### src/rtl/d_wb_arbiter.sv
//==============================================================================
// Module      : d_wb_arbiter
// Description : Write-back arbiter and RAW scoreboard for the single write
//               port of the register bank. NUM_REQ producers share the port
//               through a valid/ready handshake; the winner's address and data
//               are registered into the bank write stage one cycle later.
//               Build option: define D_WB_FIXED_PRIO_EN for fixed priority
//               (lowest index wins) instead of round-robin.
// Revision    : 1.0 - initial release
//==============================================================================
`default_nettype none

module d_wb_arbiter #(
  parameter int NUM_REQ = 3,
  parameter int DW      = 32,
  parameter int AW      = 5
) (
  input  logic                  i_clk,
  input  logic                  i_rst_n,
  input  logic [NUM_REQ-1:0]    i_wb_valid,
  output logic [NUM_REQ-1:0]    o_wb_ready,
  input  logic [NUM_REQ*AW-1:0] i_wb_addr,
  input  logic [NUM_REQ*DW-1:0] i_wb_data,
  input  logic                  i_resv_valid,
  input  logic [AW-1:0]         i_resv_addr,
  input  logic [AW-1:0]         i_addr_Rs,
  input  logic [AW-1:0]         i_addr_Rt,
  output logic                  o_busy_Rs,
  output logic                  o_busy_Rt,
  output logic                  o_con_RegWr,
  output logic [AW-1:0]         o_addr_Rd,
  output logic [DW-1:0]         o_data_Rd,
  output logic [(1<<AW)-1:0]    o_pending
);

  localparam int c_NREG = 1 << AW;

  logic [NUM_REQ-1:0] w_grant;
  logic               w_xfer;
  logic [AW-1:0]      w_sel_addr;
  logic [DW-1:0]      w_sel_data;

  logic               r_we;
  logic [AW-1:0]      r_addr;
  logic [DW-1:0]      r_data;
  logic [c_NREG-1:0]  r_pending;
  logic [c_NREG-1:0]  w_pending_nxt;

`ifdef D_WB_FIXED_PRIO_EN

  // Fixed priority: the lowest-indexed valid requester is granted
  always_comb begin
    w_grant = '0;
    w_xfer  = 1'b0;
    for (int i = 0; i < NUM_REQ; i++) begin
      if (!w_xfer && i_wb_valid[i]) begin
        w_xfer     = 1'b1;
        w_grant[i] = 1'b1;
      end
    end
  end

`else

  localparam int             c_PW  = (NUM_REQ > 1) ? $clog2(NUM_REQ) : 1;
  localparam int             c_PW1 = c_PW + 1;
  localparam logic [c_PW:0]  c_NUM = c_PW1'(NUM_REQ);
  localparam logic [c_PW-1:0] c_LAST = c_PW'(NUM_REQ - 1);

  logic [c_PW-1:0] r_rr_ptr;
  logic [c_PW-1:0] w_idx;
  logic [c_PW:0]   w_j;

  // Round-robin search starting at r_rr_ptr, wrapping modulo NUM_REQ
  always_comb begin
    w_grant = '0;
    w_xfer  = 1'b0;
    w_idx   = '0;
    w_j     = '0;
    for (int i = 0; i < NUM_REQ; i++) begin
      w_j = {1'b0, r_rr_ptr} + c_PW1'(i);
      if (w_j >= c_NUM) begin
        w_j = w_j - c_NUM;
      end
      if (!w_xfer && i_wb_valid[w_j[c_PW-1:0]]) begin
        w_xfer                   = 1'b1;
        w_idx                    = w_j[c_PW-1:0];
        w_grant[w_j[c_PW-1:0]]   = 1'b1;
      end
    end
  end

  // Pointer moves just past the winner on a transfer, holds otherwise
  always_ff @(posedge i_clk) begin
    if (!i_rst_n) begin
      r_rr_ptr <= '0;
    end else if (w_xfer) begin
      r_rr_ptr <= (w_idx == c_LAST) ? '0 : w_idx + 1'b1;
    end
  end

`endif

  // Bank always accepts, so the grant vector is the ready vector
  assign o_wb_ready = w_grant;

  // Select the winning requester's address and data from the packed buses
  always_comb begin
    w_sel_addr = '0;
    w_sel_data = '0;
    for (int k = 0; k < NUM_REQ; k++) begin
      if (w_grant[k]) begin
        w_sel_addr = i_wb_addr[k*AW +: AW];
        w_sel_data = i_wb_data[k*DW +: DW];
      end
    end
  end

  // Registered bank write stage; writes to $zero are consumed but suppressed
  always_ff @(posedge i_clk) begin
    if (!i_rst_n) begin
      r_we   <= 1'b0;
      r_addr <= '0;
      r_data <= '0;
    end else begin
      r_we <= w_xfer && (w_sel_addr != '0);
      if (w_xfer) begin
        r_addr <= w_sel_addr;
        r_data <= w_sel_data;
      end
    end
  end

  // Scoreboard update: clear on write transfer, set on reservation (set wins)
  always_comb begin
    w_pending_nxt = r_pending;
    if (w_xfer) begin
      w_pending_nxt = w_pending_nxt & ~(c_NREG'(1) << w_sel_addr);
    end
    if (i_resv_valid) begin
      w_pending_nxt = w_pending_nxt | (c_NREG'(1) << i_resv_addr);
    end
    w_pending_nxt[0] = 1'b0;
  end

  // Scoreboard register
  always_ff @(posedge i_clk) begin
    if (!i_rst_n) begin
      r_pending <= '0;
    end else begin
      r_pending <= w_pending_nxt;
    end
  end

  // Busy covers both outstanding producers and the in-flight bank write
  always_comb begin
    o_busy_Rs = (i_addr_Rs != '0) &&
                (r_pending[i_addr_Rs] || (r_we && (r_addr == i_addr_Rs)));
    o_busy_Rt = (i_addr_Rt != '0) &&
                (r_pending[i_addr_Rt] || (r_we && (r_addr == i_addr_Rt)));
  end

  assign o_con_RegWr = r_we;
  assign o_addr_Rd   = r_addr;
  assign o_data_Rd   = r_data;
  assign o_pending   = r_pending;

endmodule

`default_nettype wire

### config.mk
export PLATFORM = sky130hd
export DESIGN_NAME = d_wb_arbiter
export DESIGN_NICKNAME = d
export VERILOG_FILES = /design/src/rtl/d_wb_arbiter.sv
export SDC_FILE = /design/constraint.sdc
export NUM_CORES = 1
export LEC_CHECK = 0
export BUFFER_PORTS_ARGS = -buffer_cell sky130_fd_sc_hd__buf_2
export CAP_MARGIN = 10
export CORE_ASPECT_RATIO = 1.5
export CORE_UTILIZATION = 48
export DETAILED_ROUTE_END_ITERATION = 6
export GPL_ROUTABILITY_DRIVEN = 0
export PLACE_DENSITY = 0.83
export SETUP_SLACK_MARGIN = 0.2
export SKIP_LAST_GASP = 1
export SYNTH_ARGS = -nofsm -noshare
export SYNTH_HDL_FRONTEND = slang
export SYNTH_SLANG_ARGS = --single-unit
### constraint.sdc
create_clock -name i_clk -period 3.1 [get_ports i_clk]
set_input_delay 0 -clock i_clk [delete_from_list [all_inputs] [get_ports i_clk]]
set_output_delay 0 -clock i_clk [all_outputs]
set_load 0.1 [all_outputs]
==> summary by stage <==
Status
The run finished with clean final reports.

Timing
The transition at the pin with the smallest max-transition slack is 0.7174 ns. The final-report hold violation count came to 0. In this run the tightest slew margin relative to its limit is 52.12%. The final-report setup violation count is 0. Setup repair after global routing left no endpoint under its margin.

The worst hold slack across all endpoints is 0.01186 ns. The total negative slack is 0 ns. The worst-case clock skew is 0.005719 ns. The share of the clock period used by the worst path is 92.54%.

The final critical path time including I/O delays and setup is 2.869 ns. The worst path meets setup with 0.2312 ns of slack. The number of max-slew violations in the final report is 0.

The peak clock frequency supported by timing is 348.6 MHz.

Global route
The maximum number of pins on one net before global-route repair is 66. The global-route wire length before repair is 26350 um. The initial antenna violation count came to 0. The number of global-route vias before repair was 5485. The total congestion overflow is 0.

The total global-route track usage is 32.18%.

Run
The tool flagged a number of max-cap violations equal to 0.

Worst setup path
The startpoint kind of the worst setup timing path is a flip-flop. For this run, the slowest stage of the critical path takes 0.43 ns. The critical path arrival is 3.08 ns. Counting both buffers and inverters, the worst setup path holds a total of 3.

The slowest stage of the critical path is the sky130_fd_sc_hd__o32ai_4 cell. By instance count, the cell type seen most on the critical path is sky130_fd_sc_hd__buf_4. STA classifies the critical path endpoint as a flip-flop. The kind of critical path is reg2reg. At the worst endpoint, the required time is 3.31 ns.

The cell family contributing the most delay on the critical path is compound AO/OA/AOI/OAI gates. The critical path goes through inv_1 > ha_2 > buf_4 > and3b_1 > a32oi_1 > o2bb2ai_2 > and3_1 > o32ai_4 > buf_4 > nor3b_1 > a21oi_1. The register-to-register setup slack is 0.23 ns.

The maximum fanout encountered on the critical timing path is 10.

Synth
In this run the mean area of a mapped cell was 7.665 sq um. Sequential elements use 30.05% of the synthesized area. The net count after synthesis is 753. The fraction of registers with async set or reset after synthesis is 0%. The number of library cell types mapped by synthesis is 60.

Counting every instance in the synthesized netlist gives 617. The most used flip-flop cell after synthesis is sky130_fd_sc_hd__dfxtp_1. The portion of synthesized cell area occupied by the leading cell type is 30.05%. The number of flops mapped to enable cells by yosys is 0.

Of all cell types, the one taking the most synthesized area is sky130_fd_sc_hd__dfxtp_1. The synthesized cell area is 4730 sq um. During synthesis, Yosys emitted a total of 0 warnings. After synthesis the netlist holds a flip-flop and latch count of 71. After synthesis, the cell types taking the most area are sky130_fd_sc_hd__dfxtp_1, sky130_fd_sc_hd__nand2_1, sky130_fd_sc_hd__mux4_2, sky130_fd_sc_hd__a21oi_1, sky130_fd_sc_hd__o211ai_1.

Route
The number of DRC violations after detailed-routing iteration 0 is 603. In the routed design, unresolved DRC markers number 0. Dividing the detail-routed wire length by the instance count gives 18.41 um.

The number of routed nets with antenna violations is 0. The final layout contains routed wiring with a total length of 17560 um. The final route contains 5915 vias.

The first-pass detailed-route iteration total is 6. The number of vias per cell after detailed routing is 6.200.

Clocking
Buffers inserted during clock tree synthesis total 9. The clock drives 71 sinks. The tree is rooted in a sky130_fd_sc_hd__clkbuf_16.

The clock passes through at most 2 buffers. The clock latency on the worst-skew pair is 0.34 ns. After clock tree synthesis, the clock-pin slew on the worst setup and hold paths is 0.06 ns. The H-tree generated during clock tree synthesis spans 3 levels.

The TritonCTS clock tree is built.

Placement
The number of placed instances, taps included is 899. The detailed placer's ending HPWL is 11800 um. The placement-stage cell area is 5786 sq um. OpenSTA, run right after detailed placement, puts the worst setup slack at 0.09170 ns. The quantity of I/O buffers inserted on ports is 205.

Die
The total die area is 10260 sq um. The site row count is 44. In this run the count of I/O pins placed on the die edge is 207. The effective utilization at floorplan is 49.09%. Measured along the x axis, the die boundary spans 83.05 um. The die height is 123.6 um. The placeable core area is 9634 sq um.

Pwr
The clock network accounts for 15.0% of the total power. The power density over cell area is 1160 nW/um^2. Across the VDD grid, the largest voltage drop is 0.0009096 V.

Cell internal power was estimated by the tool at 3.385 mW. For this design the static power due to leakage is 2.883 nW. The fraction of power consumed by sequential logic is 16.7%. Net switching is 55.92% of the power. Combinational cells account for 68.3% of the total power. After layout, the design draws a total of 7.678 mW. The switching power is 4.293 mW.

Layout
The number of nets in the layout is 970. The finished layout holds 954 standard cells, fillers aside. In the final layout, the share of cells above drive strength 1 is 35.40%.

After routing the design area is 6618 sq um. Compared with the post-synthesis result, the final layout area differs by 39.92%. The core utilization of the finished layout is 68.69%.

The number of antenna diodes in the final layout is 0.

Min path
In this run the worst hold path is classified as in2reg.
## cell usage in the layout, fill, tap and decap left out, types with 3 or more instances in the layout
| master | count |
|---|---|
| sky130_fd_sc_hd__buf_2 | 202 |
| sky130_fd_sc_hd__and2_1 | 3 |
| sky130_fd_sc_hd__nand2b_1 | 7 |
| sky130_fd_sc_hd__buf_4 | 18 |
| sky130_fd_sc_hd__a21oi_1 | 65 |
| sky130_fd_sc_hd__clkbuf_16 | 10 |
| sky130_fd_sc_hd__nor3_1 | 30 |
| sky130_fd_sc_hd__o211ai_1 | 32 |
| sky130_fd_sc_hd__a311oi_1 | 4 |
| sky130_fd_sc_hd__o21ai_0 | 44 |
| sky130_fd_sc_hd__dlygate4sd3_1 | 30 |
| sky130_fd_sc_hd__xor2_1 | 8 |
| sky130_fd_sc_hd__nor3_4 | 4 |
| sky130_fd_sc_hd__mux2_2 | 4 |
| sky130_fd_sc_hd__nand3b_1 | 5 |
| sky130_fd_sc_hd__inv_1 | 10 |
| sky130_fd_sc_hd__nand2_1 | 125 |
| sky130_fd_sc_hd__nor2b_1 | 3 |
| sky130_fd_sc_hd__o21ai_1 | 29 |
| sky130_fd_sc_hd__nand3_1 | 4 |
| sky130_fd_sc_hd__nor4_1 | 3 |
| sky130_fd_sc_hd__a31oi_1 | 8 |
| sky130_fd_sc_hd__and3_1 | 8 |
| sky130_fd_sc_hd__dfxtp_1 | 71 |
| sky130_fd_sc_hd__mux4_2 | 18 |
| sky130_fd_sc_hd__nor2_1 | 26 |
## per-layer routing
metal,vias to the layer above,global-route usage [%],wire [um]
li1,2676,-,-
met1,2710,36.17,6178
met2,441,56.40,8862
met3,88,5.898,1597
met4,0,20.58,923
met5,-,0,0
## worst min-delay path: cells and delay by family
| family | cells | cell delay (ns) |
|---|---|---|
| buf+inv | 1 | 0.10 |
| compound gates | 2 | 0.21 |
## logic make-up (layout without fill, tap and decap cells)
logic type      Yosys count  in the layout  share of synthesized area (%)
fa+ha+maj                 4              4                          1.058
simple gates            235            235                          23.70
xor+xnor                 10             10                          1.852
buf+inv                  62            283                          6.005
flops                    71             71                          30.05
compound gates          208            208                          26.77
other cells               1              1                        0.07929
mux                      26             27                          10.48
## final cells by class
cell class                      count  area, sq um
Multi-Input combinational cell    485         3141
Fill cell                         753         3017
Timing Repair Buffer              256         1538
Sequential cell                    71         1421
Clock buffer                       12        256.5
Tap cell                          115        143.9
Clock inverter                      4        76.32
Inverter                           11        41.29
## final timing paths
| kind | start | end | cells past startpoint |
|---|---|---|---|
| max | r_rr_ptr[0] | o_pending[21] | 11 |
| max reg2reg | r_rr_ptr[0] | o_pending[21] | 11 |
| min | i_wb_data[93] | o_data_Rd[29] | 3 |
| min reg2reg | o_data_Rd[5] | o_data_Rd[5] | 2 |
## sequential cells by signal, summed over array words and instances, names as in the netlist
register	cells
o_pending	31
o_addr_Rd	5
r_rr_ptr	2
o_con_RegWr	1
o_data_Rd	32
## synth_stat cells (5+ instances only)
library cell               instances
sky130_fd_sc_hd__o211ai_1         32
sky130_fd_sc_hd__nor3_1           30
sky130_fd_sc_hd__nor2_1           26
sky130_fd_sc_hd__a31oi_1          10
sky130_fd_sc_hd__a21oi_1          65
sky130_fd_sc_hd__nand2_1         125
sky130_fd_sc_hd__xor2_1            8
sky130_fd_sc_hd__buf_2             5
sky130_fd_sc_hd__inv_1            10
sky130_fd_sc_hd__buf_4             8
sky130_fd_sc_hd__dfxtp_1          71
sky130_fd_sc_hd__o21ai_1          28
sky130_fd_sc_hd__o21ai_0          46
sky130_fd_sc_hd__nand2b_1          7
sky130_fd_sc_hd__nand3b_1          5
sky130_fd_sc_hd__clkbuf_1         33
sky130_fd_sc_hd__and3_1            8
sky130_fd_sc_hd__mux4_2           18
sky130_fd_sc_hd__nor2b_1           5
## repair_timing
item	CTS	global route
setup endpoints to repair	51	69
hold buffers	30	0
hold endpoints to repair	30	0
gates resized for setup	5	15
pin swaps	0	3
setup buffers	0	7
gates cloned	1	1
## power groups by stage
stage	sequential (mW)	clock [mW]	combinational [mW]
floorplan	2.71	0	2.42
global placement	1.28	0	4.60
detailed placement	1.29	0	4.69
CTS	1.27	1.16	4.82
global route	1.30	1.20	5.52
finish	1.28	1.15	5.24
Note: power is estimated with default switching activity, not from simulation.
